--- src/rtl/eth_hdr_writer.sv ---
// eth_hdr_writer: rewrites dmac/smac/ethertype/dst-port of each packet's first word
// from a small first-word-fall-through metadata FIFO; all other words pass through.
module eth_hdr_writer #(
    parameter int C_S_AXIS_TDATA_WIDTH = 256,
    parameter int C_S_AXIS_TUSER_WIDTH = 128,
    parameter int MAC_WIDTH            = 48,
    parameter int META_DEPTH_BITS      = 2
) (
    input  logic                              clk,
    input  logic                              reset,
    input  logic [C_S_AXIS_TDATA_WIDTH-1:0]   s_axis_tdata,
    input  logic [C_S_AXIS_TDATA_WIDTH/8-1:0] s_axis_tkeep,
    input  logic [C_S_AXIS_TUSER_WIDTH-1:0]   s_axis_tuser,
    input  logic                              s_axis_tvalid,
    output logic                              s_axis_tready,
    input  logic                              s_axis_tlast,
    output logic [C_S_AXIS_TDATA_WIDTH-1:0]   m_axis_tdata,
    output logic [C_S_AXIS_TDATA_WIDTH/8-1:0] m_axis_tkeep,
    output logic [C_S_AXIS_TUSER_WIDTH-1:0]   m_axis_tuser,
    output logic                              m_axis_tvalid,
    input  logic                              m_axis_tready,
    output logic                              m_axis_tlast,
    input  logic [MAC_WIDTH-1:0]              i_mac0,
    input  logic [MAC_WIDTH-1:0]              i_mac1,
    input  logic [MAC_WIDTH-1:0]              i_mac2,
    input  logic [MAC_WIDTH-1:0]              i_mac3,
    input  logic                              i_meta_wr_en,
    input  logic                              i_meta_rewrite,
    input  logic [MAC_WIDTH-1:0]              i_meta_dmac,
    input  logic [15:0]                       i_meta_ethertype,
    input  logic [7:0]                        i_meta_dport,
    output logic                              o_meta_full,
    output logic                              o_meta_overflow,
    output logic [31:0]                       o_pkt_cnt
);
    localparam int DEPTH = 1 << META_DEPTH_BITS;
    localparam int MW    = 1 + MAC_WIDTH + 16 + 8;
    localparam int CW    = META_DEPTH_BITS + 1;

    typedef enum logic {HDR, BODY} state_t;

    state_t                     state_q;
    logic [MW-1:0]              mem_q [DEPTH];
    logic [META_DEPTH_BITS-1:0] wr_ptr_q, rd_ptr_q;
    logic [CW-1:0]              cnt_q, cnt_d;
    logic                       overflow_q;
    logic [31:0]                pkt_cnt_q;

    logic                       empty, is_hdr, gate, hs, push, pop, rw;
    logic                       h_rw;
    logic [MAC_WIDTH-1:0]       h_dmac, smac;
    logic [15:0]                h_type;
    logic [7:0]                 h_dport, sel;

    assign {h_rw, h_dmac, h_type, h_dport} = mem_q[rd_ptr_q];

    assign empty         = cnt_q == '0;
    assign o_meta_full   = cnt_q == CW'(DEPTH);
    assign is_hdr        = state_q == HDR;
    // A header beat may only move once its metadata is at the FIFO head.
    assign gate          = !is_hdr || !empty;
    assign s_axis_tready = m_axis_tready && gate;
    assign m_axis_tvalid = s_axis_tvalid && gate;
    assign hs            = s_axis_tvalid && s_axis_tready;
    assign pop           = hs && s_axis_tlast;
    assign push          = i_meta_wr_en && !o_meta_full;
    assign rw            = is_hdr && !empty && h_rw;
    assign cnt_d         = cnt_q + CW'(push) - CW'(pop);

    assign sel  = h_dport & 8'h55;
    assign smac = sel == 8'h01 ? i_mac0 :
                  sel == 8'h04 ? i_mac1 :
                  sel == 8'h10 ? i_mac2 :
                  sel == 8'h40 ? i_mac3 : s_axis_tdata[207:160];

    assign m_axis_tdata = rw ? {h_dmac, smac, h_type, s_axis_tdata[143:0]} : s_axis_tdata;
    assign m_axis_tuser = rw ? {s_axis_tuser[C_S_AXIS_TUSER_WIDTH-1:32], h_dport, s_axis_tuser[23:0]}
                             : s_axis_tuser;
    assign m_axis_tkeep = s_axis_tkeep;
    assign m_axis_tlast = s_axis_tlast;

    assign o_meta_overflow = overflow_q;
    assign o_pkt_cnt       = pkt_cnt_q;

    always_ff @(posedge clk) begin
        if (push)
            mem_q[wr_ptr_q] <= {i_meta_rewrite, i_meta_dmac, i_meta_ethertype, i_meta_dport};
    end

    always_ff @(posedge clk) begin
        if (reset) begin
            state_q    <= HDR;
            wr_ptr_q   <= '0;
            rd_ptr_q   <= '0;
            cnt_q      <= '0;
            overflow_q <= 1'b0;
            pkt_cnt_q  <= '0;
        end else begin
            if (push)
                wr_ptr_q <= wr_ptr_q + 1'b1;
            if (pop)
                rd_ptr_q <= rd_ptr_q + 1'b1;
            cnt_q <= cnt_d;
            if (i_meta_wr_en && o_meta_full)
                overflow_q <= 1'b1;
            if (hs && rw)
                pkt_cnt_q <= pkt_cnt_q + 32'd1;
            if (hs)
                state_q <= s_axis_tlast ? HDR : BODY;
        end
    end
endmodule

--- config.mk ---
export PLATFORM = sky130hd
export DESIGN_NAME = eth_hdr_writer
export DESIGN_NICKNAME = d
export VERILOG_FILES = /design/src/rtl/eth_hdr_writer.sv
export SDC_FILE = /design/constraint.sdc
export NUM_CORES = 1
export LEC_CHECK = 0
export ABC_AREA = 1
export BUFFER_PORTS_ARGS = -buffer_cell sky130_fd_sc_hd__buf_2
export CAP_MARGIN = 5
export CORE_AREA = 2 2 449 451
export DETAILED_ROUTE_END_ITERATION = 12
export DIE_AREA = 0 0 451 453
export HOLD_SLACK_MARGIN = 0.05
export PLACE_DENSITY = 0.3
export SLEW_MARGIN = 20
export SYNTH_ARGS = -nofsm -noshare
export SYNTH_HDL_FRONTEND = slang
export SYNTH_SLANG_ARGS = --single-unit
--- constraint.sdc ---
create_clock -name clk -period 6.8 [get_ports clk]
set_input_delay 1.02 -clock clk [delete_from_list [all_inputs] [get_ports clk]]
set_output_delay 1.02 -clock clk [all_outputs]
set_load 0.005 [all_outputs]
==> key figures <==
Worst setup path
  – Worst reg-to-reg path cell count: 10
  – Crit end category: output pin
  – CP required: 5.78 ns
  – FF-to-FF setup slack: ~2.8 ns
  – CP cell instances: inv_4, nand2_1, nand3_1, nand2_1, nand2_1, inv_2, nand3_4, inv_2, nand2_1, nand3_1, nand2_1, a21oi_1, buf_2
  – Most common cell on crit path: nand2_1
  – CP Buf/Inv Count: 4
  – CP max-delay cell: dfxtp_4
  – Crit-path max cell delay: 0.77 ns
  – Critical Path AT: 4.57 ns
  – CP Launch Type: flip-flop
  – Worst r2r dst: o_pkt_cnt[6]
  – Worst-path fanout max: 54
  – WS Path Type: flip-flop to output pin
  – Delay-heaviest family, CP: buffers and inverters

Die
  – Die height: between 400 and 500 um
  – # IOs: 1,140
  – Core area: 199,000 um^2
  – Die area: just over 200,000 um^2
  – Initial Util: 9.66%
  – # rows: 164
  – Die width: 451 um

Pwr
  – P_sw: between 0.002 and 0.003 W
  – Logic gate share of total power: 32.1%
  – Sw Ratio: between 30% and 40%
  – Internal power: 0.00447 W
  – LEAKAGE: 9.29 nW
  – Clock share of power: 32.3%
  – Power per cell area: 291 nW/um^2
  – Seq pwr share: 35.6%
  – Maximum VDD drop: 213 uV
  – PnR Total Power: 0.00705 W

Timing
  – RSZ-0062 raised after global routing: false
  – Final Cycle Share: about 80%
  – Max Fclk: 0.179 GHz
  – Fin. Hold Viols: 0
  – Fin Clk Skew: 0.0391 ns
  – Final setup fails: 0
  – Slew Limit Fails: 0
  – Relative slew slack: around 29%
  – Fin crit period: ~5.6 ns
  – Setup TNS: 0 ns
  – Measured slew at the worst slew-check pin: 1.07 ns

Clock tree
  – Num CTS Buffers: 44
  – Post-CTS Setup Bufs: 0
  – Hold-fix buffers, CTS: 0
  – CTS max path bufs: 3
  – Clk pin slew, worst setup/hold paths: 0.05 ns
  – CTS resizes: 0
  – Worst skew pair latency: ~0.63 ns
  – Total clock sinks: between 300 and 400
  – CTS tree: yes
  – H-Tree Depth: 2
  – Root Buffer Master: clkbuf_16

Logic synthesis
  – Mapped Cells: 2,260
  – Area contributors post-synth: edfxtp_1 (46%), buf_4 (12%), nor2_1 (8.3%)
  – Yosys reg bits: 335
  – Post-Synth Adder-Cell Area: 0.559%
  – Syn Std Cell Area: ~19,000 um^2
  – Ys Warns: 0
  – Register area share after synthesis: 50.0%
  – Synth Area in Simple Gates: between 20 and 25%
  – Mux contribution to synthesized area: 0%
  – Synth area leader: edfxtp_1
  – Unique masters post-synth: 36
  – Compound-cell area share of the yosys netlist: 9.63%
  – Synth Area in XOR/XNOR: 0.910%
  – Largest family of logic cells by synthesized area: simple AND/OR/NAND/NOR gates
  – Avg Inst Size Synth: 8.52 um^2
  – Syn nets: 2,955
  – Share of the synthesized area in the top cell type: 45.5%

Worst hold path
  – Hold path endpoint: o_meta_overflow
  – Worst Hold Launch: o_meta_overflow
  – Worst Hold Class: flip-flop to flip-flop
  – Cells on Worst Hold Path: 2

Placement
  – Post-DP HPWL: ~120,000 um
  – Port Buffers: roughly 550
  – Placer congestion estimate: ~0.98

Global route
  – Grt total ovfl: 0
  – Largest net degree at the start of global routing: 97
  – Initial antenna violation count: 34
  – Vias in the first global route: 15,900
  – GRT Util Overall: 13.8%
  – First-pass GRT wire length: 183,000 um

Flow run
  – Max_cap viols: 0

Status
  – Status: complete, no violations

Route
  – DRC Markers: 0
  – First drt pass iteration count: 5
  – Initial drt markers: ~910
  – WL final: 149,000 um
  – Vias post-DR: ~17,000
  – Wire per inst: 28.9 um
  – Drt via density: 3.20
  – Post-DRT Antenna Nets: 0

Final layout
  – Filler cells: around 23,000
  – Fraction of layout instances using a drive strength above 1: 27.1%
  – Storage element area: 9640 um^2
  – Layout area overhead: 25.7%
  – Area occupied by multi-input gates: 6390 um^2
  – Final net count: 3,149
## cells in the mapped netlist
library cell / n
nand2_2: 4
o21ai_1: 3
buf_1: 22
edfxtp_1: 292
nor2_4: 2
buf_6: 10
nor2_1: 427
clkbuf_1: 51
o21a_1: 1
o21ai_0: 151
a21oi_1: 127
clkinv_1: 1
nand3b_1: 1
nor2_2: 1
xor2_1: 10
a211oi_1: 1
buf_4: 304
and3_1: 2
nor3b_1: 2
fa_1: 1
buf_2: 37
ha_1: 7
nand4_4: 1
nand4_1: 3
nand3_1: 167
xnor2_1: 10
nor3_1: 26
inv_2: 6
nand3_2: 2
or2_2: 12
or2_0: 22
nand2_1: 333
inv_1: 108
nor2_8: 1
a31oi_1: 69
dfxtp_1: 43
## worst max-delay path by stage
stage                      start                end  slack (ns)  cells past startpoint
CTS                    flip-flop  m_axis_tdata[168]        0.91                     13
global route           flip-flop  m_axis_tdata[168]        0.69                     13
detailed placement     flip-flop  m_axis_tdata[168]        1.61                     13
global placement       flip-flop  m_axis_tdata[168]        1.58                     13
floorplan           i_meta_wr_en        mem_q[0][0]        2.03                      2
finish                 flip-flop  m_axis_tdata[171]        1.21                     13
## worst register-to-register path, cell delays in order (launching register included)
cell and delay [ns]:
dfxtp_4 0.60, clkinv_2 0.61, nor2_1 0.26, o21ai_0 0.10, o21ai_1 0.18, nand2_4 0.35, buf_4 0.55, nor2_8 0.61
inv_2 0.35, nor3_1 0.22, nor3_1 0.07
## registers in the layout, indices dropped and copies added (netlist names), named ones only
name             flops
cnt_q                3
rd_ptr_q             2
mem_q              292
state_q              1
wr_ptr_q             2
o_pkt_cnt           32
o_meta_overflow      1
## placed cells by master, fill, tap and decap left out, types with 2 or more instances in the layout
master,synthesis,routed
buf_2,37,547
nor2_1,427,423
nand2_1,333,331
edfxtp_1,292,292
nand3_1,167,167
o21ai_0,151,150
a21oi_1,127,127
inv_1,108,108
a31oi_1,69,69
clkbuf_16,0,44
dfxtp_1,43,41
nor3_1,26,26
or2_0,22,22
buf_4,304,19
or2_2,12,12
clkbuf_1,51,12
xor2_1,10,10
xnor2_1,10,10
clkinv_2,0,8
diode_2,0,7
ha_1,7,7
clkinv_1,1,7
nor2_4,2,6
nand2_2,4,5
buf_12,0,5
inv_2,6,4
inv_6,0,4
o21ai_1,3,3
nand4_1,3,3
clkinvlp_4,0,3
and3_1,2,2
nor3b_1,2,2
dfxtp_4,0,2
bufinv_16,0,2
## kinds of logic after synthesis
group / Yosys count
flops: 335
compound gates: 352
xor+xnor: 20
buf+inv: 539
fa+ha+maj: 8
simple gates: 1006
## layer usage
| layer | vias to the layer above | track usage, % | routed length, um |
|---|---|---|---|
| li1 | 7652 | - | - |
| met5 | - | 1.91 | 676 |
| met3 | 217 | 14.6 | 33600 |
| met4 | 22 | 5.29 | 6560 |
| met1 | 7585 | 9.42 | 35400 |
| met2 | 1025 | 23.7 | 72500 |
## cell type report
class                           count  area share [%]
Tap cell                         2656            13.7
Multi-Input combinational cell   1386            26.4
Clock buffer                       57            4.79
Inverter                          115            1.82
Sequential cell                   335            39.8
Clock inverter                     25           0.977
Timing Repair Buffer              572            12.4
Antenna cell                        7          0.0724
## power groups by stage
| stage | sequential (W) | combinational (W) | clock (W) |
|---|---|---|---|
| floorplan | 0.00255 | 0.00133 | 0 |
| global placement | 0.00256 | 0.00235 | 0 |
| detailed placement | 0.00256 | 0.00234 | 0 |
| CTS | 0.00251 | 0.00235 | 0.00238 |
| global route | 0.00253 | 0.00252 | 0.00244 |
| finish | 0.00251 | 0.00226 | 0.00228 |
## through the flow
| stage | utilization (%) | cells | instance area [um^2] | setup slack [ns] | hold slack (ns) |
|---|---|---|---|---|---|
| after floorplan | - | 2260 | 19300 | 2.03 | 0.447 |
| after global placement | 11.4 | 5064 | 22800 | 1.58 | 0.437 |
| after detailed placement | 11.4 | 5064 | 22800 | 1.61 | 0.446 |
| after CTS | 12.1 | 5146 | 24200 | 0.906 | 0.455 |
| after global routing | 12.1 | 5148 | 24200 | 0.690 | 0.467 |
| final | 12.1 | 5153 | 24200 | 1.21 | 0.456 |
No activity file was read; power rests on OpenSTA's default activity.
